`config.mk`:
```
export PLATFORM = sky130hd
export DESIGN_NAME = memory_unit
export DESIGN_NICKNAME = d
export VERILOG_FILES = /design/src/rtl/memory_unit.sv
export SDC_FILE = /design/constraint.sdc
export NUM_CORES = 1
export LEC_CHECK = 0
export CELL_PAD_IN_SITES_DETAIL_PLACEMENT = 0
export CELL_PAD_IN_SITES_GLOBAL_PLACEMENT = 1
export CORE_ASPECT_RATIO = 0.8
export CORE_MARGIN = 2
export CORE_UTILIZATION = 28
export CTS_BUF_LIST = sky130_fd_sc_hd__clkbuf_16
export CTS_CLUSTER_DIAMETER = 30
export DETAILED_ROUTE_END_ITERATION = 12
export GPL_ROUTABILITY_DRIVEN = 1
export GPL_TIMING_DRIVEN = 1
export PLACE_DENSITY_LB_ADDON = 0.2
export SETUP_SLACK_MARGIN = 0.05
export SYNTH_ARGS = -nofsm -noshare
export SYNTH_HDL_FRONTEND = slang
export SYNTH_SLANG_ARGS = --single-unit
```
`constraint.sdc`:
```
create_clock -name clk -period 3.3 [get_ports clk]
set_input_delay 0.495 -clock clk [delete_from_list [all_inputs] [get_ports clk]]
set_output_delay 0.495 -clock clk [all_outputs]
set_load 0.01 [all_outputs]
```
`src/rtl/memory_unit.sv`:
```
// rtl/memory_unit.sv - 8x8 register memory built from per-bit storage cells
module memory_cell (
  input  logic clk,
  input  logic rst_n,
  input  logic load,
  input  logic d,
  output logic q
);

  logic bit_d;
  logic bit_q;

  // Next bit: take the bus bit when this word is being written, else hold
  always_comb begin
    bit_d = bit_q;
    if (load) begin
      bit_d = d;
    end
  end

  // Single storage bit, cleared asynchronously
  always_ff @(posedge clk or negedge rst_n) begin
    if (!rst_n) begin
      bit_q <= 1'b0;
    end else begin
      bit_q <= bit_d;
    end
  end

  assign q = bit_q;

endmodule

module memory_unit #(
  parameter int DATA_W = 8,
  parameter int ADDR_W = 3
) (
  input  logic              clk,
  input  logic              rst_n,
  input  logic              op,
  input  logic              sel,
  input  logic [ADDR_W-1:0] address,
  input  logic [DATA_W-1:0] in_bus,
  output logic [DATA_W-1:0] out_bus,
  output logic [DATA_W-1:0] stored_value
);

  localparam int DEPTH = 2 ** ADDR_W;

  logic [DEPTH-1:0]  word_load;
  logic [DATA_W-1:0] mem_word [DEPTH];
  logic [DATA_W-1:0] out_bus_d;
  logic [DATA_W-1:0] out_bus_q;

  // Write strobe per word: enabled write access decoded against the address
  always_comb begin
    word_load = '0;
    if (sel && op) begin
      word_load[address] = 1'b1;
    end
  end

  // 64 bit cells arranged as DEPTH words of DATA_W bits
  for (genvar w = 0; w < DEPTH; w++) begin : g_word
    for (genvar b = 0; b < DATA_W; b++) begin : g_bit
      memory_cell u_cell (
        .clk   (clk),
        .rst_n (rst_n),
        .load  (word_load[w]),
        .d     (in_bus[b]),
        .q     (mem_word[w][b])
      );
    end
  end

  // Read data is only presented for the cycle after an enabled read
  always_comb begin
    out_bus_d = '0;
    if (sel && !op) begin
      out_bus_d = mem_word[address];
    end
  end

  // Registered read port, cleared asynchronously
  always_ff @(posedge clk or negedge rst_n) begin
    if (!rst_n) begin
      out_bus_q <= '0;
    end else begin
      out_bus_q <= out_bus_d;
    end
  end

  assign out_bus      = out_bus_q;
  assign stored_value = mem_word[address];

endmodule

```
Yosys cells after proc, flatten, opt, wreduce, memory -nomap -nowiden
Index checks and enable logic that the tools add are counted.

Register bits: 72. Input bits: 15. Output and inout bits: 16. Logic and storage cells: 80.

Order comparisons: 3. Mux-type cells: 7. Bitwise operators: 1. Reductions and logical operators: 4.

Operators with widths (count): 2-to-1 mux 8 bit (4); binary-select mux 8 bit (select 3 bit) (1); greater-or-equal comparator 4 bit (second input constant) (1); < comparator 3 x 4 -> 1 bit (second input constant) (1); inverter 3 -> 4 bit (1); demux 1 bit (select 3 bit) (1); greater-or-equal comparator 3 x 1 -> 1 bit (second input constant) (1); logical AND 1 bit (3); zero test 1 bit (1); 2-to-1 mux 1 bit (1).

Longest topological paths before layout
Depth after elaboration: 5. Mapped depth: 6.

Hierarchy
A second synthesis with hierarchy kept.

Cell total of the unflattened synthesis: 205. Area, all modules: 3409.5 µm².

By module, submodules not included: memory_cell (instances 64, cells an instance 2, area each 40.0 µm², sequential area each 25.0 µm²); memory_unit (instances 1, cells an instance 77, area each 847.1 µm², sequential area each 200.2 µm²).

Worst setup path after synthesis
No wires, ideal clock.

Path type: input to output. Start point: in address[2]. End point: out stored_value[1]. Data arrival time: 1.396 ns. Data required time: 2.805 ns. Slack: 1.409 ns. Stages on the path: 5. Path buffers: 1. Cell sequence: buf_6 mux2_2 and3_1 a31oi_1 nand3_1.

Word-level cells in the longest chain between the ends: 4.

Ends and longest elaborated chain: start, declared (line 42) `input logic [ADDR_W-1:0] address,`; inverter 3 -> 4 bit (not written as such) (line 94) `assign stored_value = mem_word[address];`; binary-select mux 8 bit (select 3 bit) (line 94); 2-to-1 mux 8 bit (not written as such) (2 in series) (line 94); end, declared (line 45) `output logic [DATA_W-1:0] stored_value`.

No other way between the ends. The select of a mux whose other input is x is not followed.

Worst setup path after layout
Start point: in address[1]. End point: out stored_value[7].

Same word-level chain as after synthesis.

==> results_dict.tcl <==
set metrics [dict create \
    synth_top_family_by_area "multiplexers" \
    die_h_um 103 \
    via_count 1995 \
    grt_first_pass_wirelength_um 12800 \
    clockBufferDepth 2 \
    hold_buffers 0 \
    synth-xor-area-share_pct 0 \
    max_stage_delay_ns 0.59 \
    num_antenna_cells 0 \
    die_x_um 127 \
    total_power_mw 2.65 \
    p_sw_mw 0.643 \
    fin_ws_ns 0.430 \
    stdcell_count 428 \
    cap_violations 0 \
    grt_start_max_net_pins 73 \
    cp_common_cell "clkdlybuf4s50_1" \
    synth-simple-area-share_pct 10.1 \
    std_cell_rows 36 \
    period_share_pct 87.0 \
    hold_class "in2async" \
    io_buffers 30 \
    dpl.cell_count 412 \
    regArea_um2 1800 \
    clkSinkCount 72 \
    ir_worst_vdd_mv 0.275 \
    synthToLayoutAreaGrowth_pct 22.3 \
    share_comb_of_total_power_pct 18.4 \
    syn_area_per_cell_um2 14.7 \
    internal_power_mw 2.01 \
    setup_tns_ns 0 \
    ys_warn_count 0 \
    seq_area_frac_synth_pct 52.9 \
    cp-start-kind "input port" \
    critical-path-top-delay-family "buffers and inverters" \
    final_area_um2 4170 \
    status "finished, final reports clean" \
    fmax_mhz 348 \
    finalSetupViolCount 0 \
    multiInputGateArea_um2 1510 \
    gp_congestion 0.682 \
    cts_resized 0 \
    cp_cell_sequence "clkdlybuf4s50_1, or2b_1, o22a_1, o221ai_1, clkdlybuf4s50_1" \
    antenna_left 0 \
    worstSetupEndpointType "primary output" \
    synth_cell_types 29 \
    routed_wl_um 7850 \
    worstSetupPathType "in2out" \
    worst-path-buf-inv 2 \
    pwr-share-clk_pct 37.8 \
    seq_power_share_pct 43.8 \
    syn_area_um2 3410 \
    r2r_start "g_word[6].g_bit[1].u_cell.q$_DFFE_PN0P_" \
    io_pins 31 \
    dpl_cell_area_um2 3860 \
    cts_tree "done" \
    first_pass_iters 6 \
    p_leak_nw 1.92 \
    root_buffer "clkbuf_16" \
    wire_per_inst_um 18.3 \
    postCtsSetupBuffers 0 \
    critPathLaunch "address[1]" \
    p_sw_share_pct 24.3 \
    crit_fanout 7 \
    dieArea_um2 13100 \
    tightest_slew_ns 0.955 \
    synthAdderAreaFrac_pct 0 \
    fin_skew_ns 0.00260 \
    grt_pass1_vias 2116 \
    start_util_pct 28.3 \
    grt_setup_unrepaired "false" \
    slew_headroom_pct 36.3 \
    drc 0 \
    grt_use_total_pct 13.4 \
    insertion_delay_ns 0.33 \
    finalNetCount 286 \
    synth_compound_area_share_pct 4.15 \
    drive_gt1_share_pct 37.3 \
    dp_slack_ns 0.415 \
    clk_pin_slew_ns 0.05 \
    dp_hpwl_um 5010 \
    antenna_found_initial 0 \
    cts_made_buffers 9 \
    core_area_um2 12000 \
    ys_ff_latch 72 \
    fin_crit_ns 2.87 \
    syn_inst 231 \
    slowest_stage "clkdlybuf4s50_1" \
    overflow 0 \
    arrival_ns 2.37 \
    fill_cells 1171 \
    hold_violations 0 \
    drv_slew 0 \
    powerDensity_nw_per_um2 637 \
    synthesis.nets 246 \
    crit_required_ns 2.80 \
    drt_iter0_drc 98 \
    vias_per_cell 4.66 \
    whs_ns 0.290 \
    h-tree-depth 3 \
    synth.area.mux_share_pct 30.2 \
    utilization_pct 34.6 \
]
-- kinds of logic (layout without fill, tap and decap cells) --
group,Yosys count,after routing
muxes,94,94
DFF,72,72
and+or+nand+nor,36,36
AOI/OAI and AO/OA,19,19
buffers and inverters,10,55
-- placed cells by master, fill, tap and decap left out --
cell type         n
inv_1             4
clkinv_1          1
a31oi_1           5
a21oi_1           1
nand2_1           2
nor2_8            8
a22oi_1           2
clkbuf_16         9
mux2_2           67
dfrtp_1          72
or2_2             2
buf_4             9
or2b_1            1
clkdlybuf4s50_1  28
bufinv_16         2
nand3_4           2
nor2_1            4
nand2_2           1
o22a_1            3
nor2b_1           2
o221ai_1          2
and3_1            1
nand2b_1          3
and2b_1           3
mux2i_1          25
o22ai_1           5
clkinv_2          1
mux2_1            2
buf_2             1
nand3_1           4
o221ai_2          1
or2_1             3
-- path summary, 6_finish.rpt --
| check | end | slack, ns | depth (start not counted) |
|---|---|---|---|
| min in group clk | g_word[7].g_bit[3].u_cell.q$_DFFE_PN0P_ | 0.49 | 1 |
| max reg2reg | out_bus[1]$_DFF_PN0_ | 2.07 | 4 |
| min reg2reg | g_word[7].g_bit[3].u_cell.q$_DFFE_PN0P_ | 0.49 | 1 |
| max in group asynchronous | g_word[0].g_bit[6].u_cell.q$_DFFE_PN0P_ | 2.36 | 1 |
| min | out_bus[1]$_DFF_PN0_ | 0.29 | 1 |
| max | stored_value[7] | 0.43 | 5 |
-- routing by layer --
layer  part of all wire (%)  vias to the layer above  global-route usage, %
met2                     42                       37                   18.9
met1                     54                     1027                   20.0
li1                       -                      926                      -
met3                    4.0                        5                   4.00
met4                   0.70                        0                   3.55
met5                      0                        -                      0
-- registers in the layout (all words and copies together) (netlist names) --
signal / cells
g_word.g_bit.u_cell.q: 64
out_bus: 8
-- layout make-up --
type | count | area share, %
Tap cell | 152 | 4.57
Clock inverter | 7 | 1.92
Clock buffer | 9 | 5.41
Multi-Input combinational cell | 149 | 36.3
Inverter | 1 | 0.0901
Timing Repair Buffer | 38 | 8.47
Sequential cell | 72 | 43.3
-- synthesized netlist by cell type (all sizes together) --
library cell  number  area share, %
or2                5           0.92
or2b               1           0.22
a31oi              5           0.92
and3               1           0.18
o22a               3           0.77
dfrtp             72             53
mux2i             25            7.3
nor2b              2           0.37
nand2              3           0.40
inv                1           0.11
nor2              12            5.1
a21oi              1           0.15
o221ai             3           0.96
nand2b             3           0.55
o22ai              5           0.92
a22oi              2           0.44
mux2              69             23
and2b              3           0.66
buf                9            2.6
nand3              6            1.6
-- worst reg2reg max path, delay by kind of cell, from the launching register on --
kind / cells / cell delay (ns)
mux: 1 / 0.25
flops: 1 / 0.37
compound gates: 2 / 0.28
simple gates: 1 / 0.17
-- power groups by stage --
stage               combinational [mW]  sequential [mW]  clock, mW
floorplan                        0.335             1.16          0
global placement                 0.489             1.17          0
detailed placement               0.496             1.18          0
CTS                              0.498             1.16       1.03
global route                     0.545             1.19       1.07
finish                           0.488             1.16       1.00
Power figures use the tool's default switching activity.
